`config.mk`:
```
export PLATFORM = sky130hd
export DESIGN_NAME = mem_port_arbiter_flat
export DESIGN_NICKNAME = d
export VERILOG_FILES = /design/src/rtl/mem_port_arbiter_if.sv /design/src/rtl/mem_port_arbiter.sv /design/src/flat_wrapper.sv
export SDC_FILE = /design/constraint.sdc
export NUM_CORES = 1
export LEC_CHECK = 0
export CAP_MARGIN = 20
export CORE_AREA = 2 2 54 56
export DETAILED_ROUTE_END_ITERATION = 6
export DIE_AREA = 0 0 56 58
export DONT_BUFFER_PORTS = 1
export PLACE_DENSITY_LB_ADDON = 0.3
export SYNTH_ARGS = -nofsm -noshare
export SYNTH_HDL_FRONTEND = slang
export SYNTH_SLANG_ARGS = --single-unit
```
`constraint.sdc`:
```
create_clock -name clk -period 1.5 [get_ports clk]
set_input_delay 0.075 -clock clk [delete_from_list [all_inputs] [get_ports clk]]
set_output_delay 0.075 -clock clk [all_outputs]
set_load 0.02 [all_outputs]
```
`src/rtl/mem_port_arbiter_if.sv`:
```
// Data-memory port bundle between the arbiter (master) and data memory (slave).
// The arbiter drives the request and its operand fields; memory answers with mem_ack.
interface mem_port_arbiter_if #(
  parameter int ROB_W = 5,
  parameter int REG_W = 5
);
  logic             mem_req;
  logic             mem_we;
  logic [REG_W-1:0] mem_ra_addr;
  logic [REG_W-1:0] mem_rt_addr;
  logic [ROB_W-1:0] mem_rob_addr;
  logic             mem_ack;

  modport master (
    output mem_req, mem_we, mem_ra_addr, mem_rt_addr, mem_rob_addr,
    input  mem_ack
  );

  modport slave (
    input  mem_req, mem_we, mem_ra_addr, mem_rt_addr, mem_rob_addr,
    output mem_ack
  );
endinterface

```
`src/rtl/mem_port_arbiter.sv`:
```
// Arbitrates the single data-memory port between the store buffer head and
// the load buffer head. Loads win by default; a store at the ROB head wins
// when the store buffer is full, when loads have starved it, or when no load
// is waiting. One operation is outstanding at a time; completion is reported
// to the ROB as a one-cycle done pulse.
module mem_port_arbiter #(
  parameter int ROB_W        = 5,
  parameter int REG_W        = 5,
  parameter int STARVE_LIMIT = 4
) (
  input  logic             clk,
  input  logic             rst,
  // store buffer head
  input  logic             st_valid,
  input  logic [ROB_W-1:0] st_rob_addr,
  input  logic [REG_W-1:0] st_ra_addr,
  input  logic [REG_W-1:0] st_rt_addr,
  input  logic             st_full,
  output logic             st_pop,
  // load buffer head
  input  logic             ld_valid,
  input  logic [ROB_W-1:0] ld_rob_addr,
  input  logic [REG_W-1:0] ld_ra_addr,
  input  logic [REG_W-1:0] ld_rt_addr,
  output logic             ld_pop,
  // ROB
  input  logic [ROB_W-1:0] rob_head,
  input  logic             flush,
  // data memory
  mem_port_arbiter_if.master mem,
  // completion
  output logic             done_valid,
  output logic [ROB_W-1:0] done_rob_addr,
  output logic             done_is_store
);

  localparam int STARVE_W = $clog2(STARVE_LIMIT + 1);

  typedef enum logic {IDLE, REQ} state_e;

  state_e                state_q, state_d;
  logic                  we_q, we_d;
  logic [REG_W-1:0]      ra_q, ra_d;
  logic [REG_W-1:0]      rt_q, rt_d;
  logic [ROB_W-1:0]      rob_q, rob_d;
  logic                  squashed_q, squashed_d;
  logic [STARVE_W-1:0]   starve_cnt_q, starve_cnt_d;
  logic                  done_valid_q, done_valid_d;
  logic [ROB_W-1:0]      done_rob_q, done_rob_d;
  logic                  done_is_store_q, done_is_store_d;

  logic st_eligible;
  logic st_win;

  // A store may only go to memory once it is the oldest instruction in flight.
  assign st_eligible = st_valid && (st_rob_addr == rob_head);
  assign st_win      = st_eligible &&
                       (st_full || (starve_cnt_q == STARVE_W'(STARVE_LIMIT)) || !ld_valid);

  // Grant decision, pops and next-state computation.
  always_comb begin
    // NOTE: every signal assigned here gets a default first, so no path leaves it unassigned and no latch is inferred.
    state_d         = state_q;
    we_d            = we_q;
    ra_d            = ra_q;
    rt_d            = rt_q;
    rob_d           = rob_q;
    squashed_d      = squashed_q;
    starve_cnt_d    = starve_cnt_q;
    done_valid_d    = 1'b0;
    done_rob_d      = done_rob_q;
    done_is_store_d = done_is_store_q;
    st_pop          = 1'b0;
    ld_pop          = 1'b0;

    unique case (state_q)
      IDLE: begin
        // Pops are gated by rst so a buffer never advances into a reset.
        if (!flush && !rst) begin
          if (st_win) begin
            st_pop       = 1'b1;
            we_d         = 1'b1;
            ra_d         = st_ra_addr;
            rt_d         = st_rt_addr;
            rob_d        = st_rob_addr;
            squashed_d   = 1'b0;
            starve_cnt_d = '0;
            state_d      = REQ;
          end else if (ld_valid) begin
            ld_pop     = 1'b1;
            we_d       = 1'b0;
            ra_d       = ld_ra_addr;
            rt_d       = ld_rt_addr;
            rob_d      = ld_rob_addr;
            squashed_d = 1'b0;
            if (st_eligible && (starve_cnt_q != STARVE_W'(STARVE_LIMIT)))
              starve_cnt_d = starve_cnt_q + 1'b1;
            state_d    = REQ;
          end
        end
      end
      REQ: begin
        // A squashed load still finishes its memory access but is not reported;
        // stores are always older than any mispredict and are never squashed.
        if (flush && !we_q)
          squashed_d = 1'b1;
        if (mem.mem_ack) begin
          state_d         = IDLE;
          done_valid_d    = we_q || !(squashed_q || flush);
          done_rob_d      = rob_q;
          done_is_store_d = we_q;
        end
      end
      default: state_d = IDLE;
    endcase
  end

  // State and registered outputs, with synchronous reset.
  always_ff @(posedge clk) begin
    // NOTE: flops use non-blocking assignment so every register samples pre-edge values, regardless of statement order.
    if (rst) begin
      state_q         <= IDLE;
      we_q            <= 1'b0;
      ra_q            <= '0;
      rt_q            <= '0;
      rob_q           <= '0;
      squashed_q      <= 1'b0;
      starve_cnt_q    <= '0;
      done_valid_q    <= 1'b0;
      done_rob_q      <= '0;
      done_is_store_q <= 1'b0;
    end else begin
      state_q         <= state_d;
      we_q            <= we_d;
      ra_q            <= ra_d;
      rt_q            <= rt_d;
      rob_q           <= rob_d;
      squashed_q      <= squashed_d;
      starve_cnt_q    <= starve_cnt_d;
      done_valid_q    <= done_valid_d;
      done_rob_q      <= done_rob_d;
      done_is_store_q <= done_is_store_d;
    end
  end

  assign mem.mem_req      = (state_q == REQ);
  assign mem.mem_we       = we_q;
  assign mem.mem_ra_addr  = ra_q;
  assign mem.mem_rt_addr  = rt_q;
  assign mem.mem_rob_addr = rob_q;

  assign done_valid    = done_valid_q;
  assign done_rob_addr = done_rob_q;
  assign done_is_store = done_is_store_q;

endmodule

```
`src/flat_wrapper.sv`:
```
// flat-port wrapper written by rule: the top's interface ports become plain ports
module mem_port_arbiter_flat 
#(
  parameter int ROB_W        = 5,
  parameter int REG_W        = 5,
  parameter int STARVE_LIMIT = 4
)
  (clk, rst, st_valid, st_rob_addr, st_ra_addr, st_rt_addr, st_full, st_pop, ld_valid, ld_rob_addr, ld_ra_addr, ld_rt_addr, ld_pop, rob_head, flush, done_valid, done_rob_addr, done_is_store, mem_mem_req, mem_mem_we, mem_mem_ra_addr, mem_mem_rt_addr, mem_mem_rob_addr, mem_mem_ack);
  mem_port_arbiter_if #(.ROB_W(ROB_W), .REG_W(REG_W)) mem_i ();
  input  logic clk;
  input  logic rst;
  input  logic st_valid;
  input  logic [ROB_W-1:0] st_rob_addr;
  input  logic [REG_W-1:0] st_ra_addr;
  input  logic [REG_W-1:0] st_rt_addr;
  input  logic st_full;
  output logic st_pop;
  input  logic ld_valid;
  input  logic [ROB_W-1:0] ld_rob_addr;
  input  logic [REG_W-1:0] ld_ra_addr;
  input  logic [REG_W-1:0] ld_rt_addr;
  output logic ld_pop;
  input  logic [ROB_W-1:0] rob_head;
  input  logic flush;
  output logic done_valid;
  output logic [ROB_W-1:0] done_rob_addr;
  output logic done_is_store;
  output wire logic [$bits(mem_i.mem_req)-1:0] mem_mem_req;
  output wire logic [$bits(mem_i.mem_we)-1:0] mem_mem_we;
  output wire logic [$bits(mem_i.mem_ra_addr)-1:0] mem_mem_ra_addr;
  output wire logic [$bits(mem_i.mem_rt_addr)-1:0] mem_mem_rt_addr;
  output wire logic [$bits(mem_i.mem_rob_addr)-1:0] mem_mem_rob_addr;
  input wire logic [$bits(mem_i.mem_ack)-1:0] mem_mem_ack;
  assign mem_mem_req = mem_i.mem_req;
  assign mem_mem_we = mem_i.mem_we;
  assign mem_mem_ra_addr = mem_i.mem_ra_addr;
  assign mem_mem_rt_addr = mem_i.mem_rt_addr;
  assign mem_mem_rob_addr = mem_i.mem_rob_addr;
  assign mem_i.mem_ack = mem_mem_ack;
  mem_port_arbiter #(.ROB_W(ROB_W), .REG_W(REG_W), .STARVE_LIMIT(STARVE_LIMIT)) u_core (.clk(clk), .rst(rst), .st_valid(st_valid), .st_rob_addr(st_rob_addr), .st_ra_addr(st_ra_addr), .st_rt_addr(st_rt_addr), .st_full(st_full), .st_pop(st_pop), .ld_valid(ld_valid), .ld_rob_addr(ld_rob_addr), .ld_ra_addr(ld_ra_addr), .ld_rt_addr(ld_rt_addr), .ld_pop(ld_pop), .rob_head(rob_head), .flush(flush), .mem(mem_i), .done_valid(done_valid), .done_rob_addr(done_rob_addr), .done_is_store(done_is_store));
endmodule
```
# [After elaboration in Yosys (flattened, before gate mapping)]
# Cells that the tools add are included.
# Widths: inputs -> output; s select.
[totals] reg_bits=28 out_inout_bits=26 input_bits=42 word_cells=66
[op_classes] reduce_logical=21 add_sub_neg=1 bitwise=2 eq_ne=6 muxes=26
[ops] cell="$mux 5" n=6
[ops] cell="$mux 1" n=15
[ops] cell="$mux 3" n=3
[ops] cell="$reduce_and 3->1" n=2
[ops] cell="$eq 5x5->1" n=1
[ops] cell="$logic_and 1x1->1" n=5
[ops] cell="$logic_not 1->1" n=5
[ops] cell="$logic_or 1x1->1" n=4
[ops] cell="$pmux 1 s2" n=2
[ops] cell="$reduce_and 4->1" n=1
[ops] cell="$reduce_bool 2->1" n=2
[ops] cell="$add 3x1->3 const B" n=1
[ops] cell="$eq 3x3->1 const B" n=1
[ops] cell="$ne 3x2->1 const B" n=1
[ops] cell="$ne 3x3->1 const B" n=1
[ops] cell="$reduce_or 3->1" n=1
[ops] cell="$ne 2x1->1 const B" n=1
[ops] cell="$ne 2x2->1 const B" n=1
[ops] cell="$not 1->1" n=2
[ops] cell="$reduce_and 2->1" n=1

# [Longest topological paths before layout]
# Gate-level depths: netlist of run 1.
[depth] word_depth=7 ltp_mapped=8

# [Worst setup path before layout of run 1]
# OpenSTA, ideal clock, no wires.
[synth_path] path_type="register to register" start="reg u_core.state_q, in the netlist u_core.mem.mem_req" end="reg u_core.ra_q[0], in the netlist u_core.mem.mem_ra_addr[0]" path_buffers=2 setup_ps=134 stages_incl_launch_ff=7 t_required_ps=1366 synth_period_minus_slack_ps=1470 setup_slack_ps=30 arrival_time_ps=1336 path_cell_list="dfxtp_1 > buf_6 > nor3_4 > and2_4 > nand2b_1 > buf_4 > a211oi_1"
[synth_via] elab_chain_cells=2
[synth_lines] item="start, declared" line_no="mem_port_arbiter.sv:41" source="state_e state_q, state_d;"
[synth_lines] item="start signal, assigned" line_no="mem_port_arbiter.sv:133" source="state_q <= state_d;"
[synth_lines] item="$not 1->1"
[synth_lines] item="$reduce_and 3->1 (no line)"
[synth_lines] item="end signal, assigned" line_no="mem_port_arbiter.sv:135" source="ra_q <= ra_d;"
[synth_lines] item="end, declared" line_no="mem_port_arbiter.sv:43" source="logic [REG_W-1:0] ra_q, ra_d;"
# Every way passes these cells.
# A chain may end at the register's enable or synchronous reset.

# [Worst setup path in the final report of run 1]
[layout_path] start="reg u_core.starve_cnt_q[1]" end="reg u_core.ra_q[2], in the netlist u_core.mem.mem_ra_addr[2]"
[layout_via] elab_chain_cells=6 elab_cells_between_ends=7
[layout_lines] item="start, declared" line_no="mem_port_arbiter.sv:47" source="logic [STARVE_W-1:0] starve_cnt_q, starve_cnt_d;"
[layout_lines] item="start signal, assigned" line_no="mem_port_arbiter.sv:139" source="starve_cnt_q <= starve_cnt_d;"
[layout_lines] item="$eq 3x3->1 *" line_no="mem_port_arbiter.sv:58" source="(st_full || (starve_cnt_q == STARVE_W'(STARVE_LIMIT)) || !ld_valid);"
[layout_lines] item="$logic_or 1x1->1 * (2 in series)" line_no="mem_port_arbiter.sv:58"
[layout_lines] item="$logic_and 1x1->1 *" line_no="mem_port_arbiter.sv:57" source="assign st_win = st_eligible &&"
[layout_lines] item="$reduce_bool 2->1 (no line)"
[layout_lines] item="$reduce_and 3->1 (no line)"
# Every way passes the cells marked *; elsewhere a longest branch is shown, timed or not.

==> results of run 1 <==
routing by layer:
layer / global-route usage (%) / vias to the layer above
li1: - / 605
met1: 22.19 / 612
met2: 32.10 / 62
met3: 4.911 / 15
met4: 8.163 / 0
met5: 0 / -
flip-flops by register name (all words and copies together), names as in the netlist:
register	count
u_core.starve_cnt_q	3
u_core.mem.mem_we	1
u_core.mem.mem_ra_addr	5
u_core.squashed_q	1
u_core.done_rob_addr	5
u_core.mem.mem_rob_addr	5
u_core.done_valid	1
u_core.mem.mem_rt_addr	5
u_core.done_is_store	1
u_core.mem.mem_req	1
cells in the final DEF (no fill, tap or decap), types with 2 or more instances in the layout:
cell / instances
nor2_1: 5
nand2_1: 10
a211oi_2: 5
inv_1: 2
nand2_4: 2
a21oi_1: 10
buf_4: 15
nand3_1: 6
dfxtp_1: 26
dfxtp_2: 2
a211oi_1: 10
nor3_1: 18
buf_6: 2
dlygate4sd3_1: 23
xnor2_1: 3
mux2i_1: 10
clkbuf_4: 3
mux2i_2: 5
and2_4: 2
buf_12: 3
xor2_1: 2
repair_timing:
item / CTS / global route
cloned: 0 / 1
setup buffers: 4 / 8
pin swaps: 6 / 5
gates resized for setup: 6 / 14
endpoints found under the setup margin: 14 / 11
endpoints found under the hold margin: 28 / 28
per-stage QoR:
stage | TNS [ns] | setup WS, ns
floorplan | 0 | 0.03011
global route | -0.7697 | -0.1140
global placement | 0 | 0.04457
finish | -0.3731 | -0.06388
detailed placement | -0.04665 | -0.02066
CTS | -0.002021 | -0.002021
power breakdown:
group          internal (mW)  leakage [nW]  switching, mW
clock                  0.271        0.0279          0.232
sequential             0.771         0.229         0.0531
combinational          0.124         0.494          0.110
layout make-up:
| cell class | count | area (µm²) | area share [%] |
|---|---|---|---|
| Sequential cell | 28 | 563.0 | 29.49 |
| Timing Repair Buffer | 44 | 450.4 | 23.59 |
| Clock inverter | 1 | 30.03 | 1.573 |
| Inverter | 3 | 11.26 | 0.5898 |
| Multi-Input combinational cell | 105 | 793.3 | 41.55 |
| Tap cell | 31 | 38.79 | 2.031 |
| Clock buffer | 3 | 22.52 | 1.180 |
Yosys cell counts:
master,n
nand3_4,1
and2_4,2
nand4_1,1
ha_1,2
clkbuf_1,3
inv_1,3
nand2_1,12
nand2b_1,1
nand4b_1,1
nor3_1,18
mux2i_1,15
and3_4,1
a211oi_2,1
o21ai_0,1
o32a_1,1
nand3_2,1
nor2_1,5
nor3_4,1
buf_6,3
buf_1,1
a211oi_1,14
or3_1,1
a21oi_1,10
and2b_1,1
nor3_2,1
xnor2_1,3
nand3_1,6
dfxtp_1,28
and4_4,1
nor2_2,1
nor2b_1,1
buf_12,2
buf_4,2
xor2_1,2
final timing paths:
check                                      start                                endpoint  slack (ns)  depth (start not counted)
max reg2reg  u_core.starve_cnt_q[1]$_SDFFE_PP0P_  u_core.mem.mem_ra_addr[2]$_SDFFE_PP0P_       -0.06                          9
min                                ld_rt_addr[3]  u_core.mem.mem_rt_addr[3]$_SDFFE_PP0P_       -0.02                          2
max          u_core.starve_cnt_q[1]$_SDFFE_PP0P_  u_core.mem.mem_ra_addr[2]$_SDFFE_PP0P_       -0.06                          9
min reg2reg  u_core.starve_cnt_q[2]$_SDFFE_PP0P_     u_core.starve_cnt_q[2]$_SDFFE_PP0P_        0.54                          2
kinds of logic (layout without fill, tap and decap cells):
kind of cell,after synthesis,after routing,share of synthesized area [%]
AOI/OAI and AO/OA,27,27,13.02
xor gates and xnor gates,5,5,3.123
adders and majority gates,2,2,1.784
buffers and inverters,14,51,8.206
DFF,28,28,39.96
muxes,15,15,10.70
and+or+nand+nor,56,56,23.20
==> flow_summary.yaml, run 1 <==
timing:
  finalWorstSetupSlack_ns: -0.06388
  layout_min_cycle_time_ns: 1.564
  period_share_pct: 104.3
  worst_pin_slew_ns: 0.3387
  slew_headroom_pct: 77.39
  finalMaxSlewViolations: 0
  setup_viol: 11
  finalClockSkew_ns: 0.002937
  max_freq_mhz: 639.4
  hold_ws_ns: -0.01610
  finalHoldViolCount: 1
clock_network:
  numCtsBuffers: 3
  root_buffer: "clkbuf_4"
  worstSkewPairLatency_ns: 0.34
  clock_path_buffers: 2
  cts_tree: "yes"
  cts_max_level: 1
  path_clk_slew_ns: 0.15
  clock_sinks: 28
synthesis:
  netlist_area_mm2: 0.001403
  syn_area_per_cell_um2: 9.541
  synth_nets: 191
  yosys-top-cells-area: "dfxtp_1, mux2i_1, a211oi_1, nor3_1, a21oi_1"
  synth_top_area_share_pct: 39.96
  synth-seq-cells: 28
  ys_seq_area_share_pct: 39.96
  postSynthCellCount: 147
  synth_top_cell_by_area: "dfxtp_1"
  yosysUniqueCellTypes: 34
  yosysWarnings: 0
routing:
  drc: 0
  wl_met3_um: 293
  initialDrtViolationCount: 33
  viasPerCell: 6.019
  antenna_left: 0
  wl_mm: 4.020
  dr.pass1.iters: 4
  wl_per_cell_um: 18.70
  met2_length_mm: 2.066
  vias: 1294
  wl_met1_mm: 1.513
  top_layer: "met4"
floorplan:
  fp.dieW_um: 56
  die_area_mm2: 0.003248
  core_region_area_mm2: 0.002663
  initial_utilization_pct: 52.68
  core.rowCount: 19
  io_pins: 68
  die_h_um: 58
hold_path:
  hp-class: "primary input to flop"
placed_design:
  port_buffers: 0
  placed_area_mm2: 0.001415
  dp_cells: 174
  dp_hpwl_mm: 2.213
  gp_congestion: 0.7143
flow_run:
  maxCapViolCount: 0
global_route:
  grt_start_max_net_pins: 30
  grt_pass1_wl_mm: 4.843
  grt_overflow: 0
  grt_pass1_vias: 1107
  antenna_found_initial: 0
  grt_use_total_pct: 18.70
final_layout:
  num-fill-cells: 202
  nNetsFinal: 229
  utilization_pct: 71.71
  fin_area_mm2: 0.001909
  area_growth_pct: 36.13
  drive_gt1_share_pct: 27.17
  fin_cells: 215
  diodes: 0
setup_path:
  endpoint_kind: "flop"
  critical_path_class: "flop to flop"
  crit_top_cell: "nand2_4"
  start_kind: "flop"
  crit_required_ns: 1.76
  crit_path_max_fanout: 5
  path_cells: "inv_1 > ha_4 > nand2_4 > nand2_4 > nand3_4 > buf_6 > clkbuf_16 > mux2i_1 > a211oi_1"
  cp_slowest_stage_delay_ns: 0.36
  critPathArrivalTime_ns: 1.82
  critical_path.top_delay_family: "buffers and inverters"
  path_buf_inv: 3
  timing.critical_path.slowest_stage_cell: "dfxtp_2"
power_and_ir_drop:
  leakagePower_nw: 0.7509
  p_per_area_mw_per_mm2: 817.4
  ir_drop_v: 0.0005925
  total_power_mw: 1.561
run_status:
  violations: "negative hold slack, negative setup slack"
  status: "complete, but fails checks"
No activity file was read; power rests on OpenSTA's default activity.
==> run 2, diff against run 1 <==
--- a/config.mk
+++ b/config.mk
@@ -11,4 +11,5 @@
 export DIE_AREA = 0 0 56 58
 export DONT_BUFFER_PORTS = 1
+export GPL_TIMING_DRIVEN = 0
 export PLACE_DENSITY_LB_ADDON = 0.3
 export SYNTH_ARGS = -nofsm -noshare
==> constraint.sdc (replaced) <==
create_clock -name clk -period 1.5 [get_ports clk]
set_input_delay 0.15 -clock clk [delete_from_list [all_inputs] [get_ports clk]]
set_output_delay 0.15 -clock clk [all_outputs]
set_load 0.02 [all_outputs]
==> run 2 against run 1 <==
- the run ends with negative setup slack left
- critical path depth fell by 4
- critical endpoint is now ld_pop
- hold slack better by 0.046 ns
- via count fell by 8.1%
==> flow_summary.yaml, run 2 (synthesis results as in run 1) <==
run_status:
  status: "complete, but fails checks"
  violations: "negative setup slack"
final_layout:
  final_common_cell: "dfxtp_1"
  nNetsFinal: 210
  num-fill-cells: 224
  area_growth_pct: 26.23
  drive_gt1_share_pct: 33.94
  multi_input_area_um2: 824.5
  layout_common_cells: "dfxtp_1, nor3_1, mux2i_1, nand2_1"
  diodes: 0
  seqCellArea_um2: 566.8
  fin_area_mm2: 0.001770
  fin_cells: 196
timing:
  setup_tns_ns: -0.8449
  max_freq_mhz: 606.1
  period_share_pct: 110.0
  layout_min_cycle_time_ns: 1.650
  rsz0062_at_grt: "yes"
  slew_headroom_pct: 63.87
  worst_pin_slew_ns: 0.5420
  setup_viol: 19
  finalHoldViolCount: 0
  finalMaxSlewViolations: 0
  finalClockSkew_ns: 0.009308
  finalWorstSetupSlack_ns: -0.1499
floorplan:
  initial_utilization_pct: 52.68
  die_area_mm2: 0.003248
  io_pins: 68
  fp.dieW_um: 56
  core.rowCount: 19
  die_h_um: 58
  core_region_area_mm2: 0.002663
clock_network:
  worstSkewPairLatency_ns: 0.34
  clock_path_buffers: 2
  numCtsBuffers: 3
  root_buffer: "clkbuf_4"
  cts_tree: "yes"
  clock_sinks: 28
  path_clk_slew_ns: 0.16
  cts_max_level: 1
setup_path:
  critPathArrivalTime_ns: 1.50
  endpoint_kind: "output pin"
  critical_path_class: "flop to output pin"
  crit_required_ns: 1.35
  start_kind: "flop"
  r2r-end: "u_core.starve_cnt_q[0]$_SDFFE_PP0P_"
  r2r_cells: 7
  crit_path_max_fanout: 3
  r2r_slack_ns: -0.07
  r2r-start: "u_core.mem.mem_req$_SDFF_PP0_"
global_route:
  antenna_found_initial: 0
  grt_use_total_pct: 20.69
  grt_pass1_vias: 1146
  grt_pass1_wl_mm: 5.257
  grt_overflow: 0
  grt_start_max_net_pins: 17
routing:
  wl_per_cell_um: 18.26
  antenna_left: 0
  initialDrtViolationCount: 33
  vias: 1189
  drc: 0
  viasPerCell: 6.066
  dr.pass1.iters: 4
  wl_mm: 3.578
placed_design:
  placed_area_mm2: 0.001441
  place_ws_ns: -0.1895
  dp_cells: 178
  dp_hpwl_mm: 2.380
  gp_congestion: 0.7548
  port_buffers: 0
flow_run:
  maxCapViolCount: 0
hold_path:
  hp-class: "primary input to flop"
  whs_path_depth: 2
  worstHoldEndpoint: "u_core.mem.mem_ra_addr[1]$_SDFFE_PP0P_"
  min_from: "st_ra_addr[1]"
power_and_ir_drop:
  p_per_area_mw_per_mm2: 861.8
  ir_drop_v: 0.001030
  leakagePower_nw: 0.6754
  total_power_mw: 1.526
[run 2: worst max-delay path, cell delays in order (launching register included)]
cell,delay (ns)
dfxtp_4,0.40
buf_6,0.12
nor3_4,0.17
and2_4,0.20
buf_12,0.10
and2_4,0.17
[run 2: stage by stage]
| step | utilization, % | hold WS, ns |
|---|---|---|
| final | 66.49 | 0.02956 |
| after global placement | 54.14 | 0.3450 |
| after detailed placement | 54.14 | 0.3469 |
| after global routing | 66.49 | 0.01547 |
| after CTS | 60.86 | 0.03289 |
| after floorplan | - | 0.3338 |
[run 2: layout make-up]
cell class                 instances  area share [%]
buffer                            11           6.502
clock buffer                       3           1.272
clock inverter                     1           1.696
inverter                           3          0.6360
multi-input combinational        105           46.57
sequential                        28           32.01
tap                               31           2.191
timing repair buffer              14           9.117
[run 2: worst max path at each step]
stage,from,endpoint,slack [ns],cells past startpoint
final,u_core.mem.mem_req$_SDFF_PP0_,ld_pop,-0.15,5
after global routing,u_core.starve_cnt_q[0]$_SDFFE_PP0P_,ld_pop,-0.22,7
after CTS,u_core.mem.mem_req$_SDFF_PP0_,ld_pop,-0.15,5
after detailed placement,u_core.mem.mem_req$_SDFF_PP0_,u_core.mem.mem_ra_addr[2]$_SDFFE_PP0P_,-0.19,6
after global placement,u_core.mem.mem_req$_SDFF_PP0_,u_core.mem.mem_rt_addr[1]$_SDFFE_PP0P_,-0.15,6
after floorplan,u_core.mem.mem_req$_SDFF_PP0_,u_core.mem.mem_ra_addr[0]$_SDFFE_PP0P_,0.03,6
[run 2: routing by layer]
metal,up-vias,global-route usage (%),share of wire (%)
met5,-,0,0
met4,0,3.061,1.2
met3,4,6.696,10
met2,64,38.82,51
met1,556,23.46,38
li1,565,-,-
[run 2: timing repair]
item,4_1_cts,5_1_grt
hold buffers,1,0
cloned,1,2
hold endpoints to repair,1,0
gates resized for setup,16,19
setup endpoints to repair,22,22
setup buffers,8,2
pin swaps,16,17
[run 2: report_power, final]
group	internal [mW]	total, mW	switching (mW)
combinational	0.0964	0.197	0.101
clock	0.271	0.502	0.232
sequential	0.770	0.826	0.0561
total	1.14	1.53	0.389
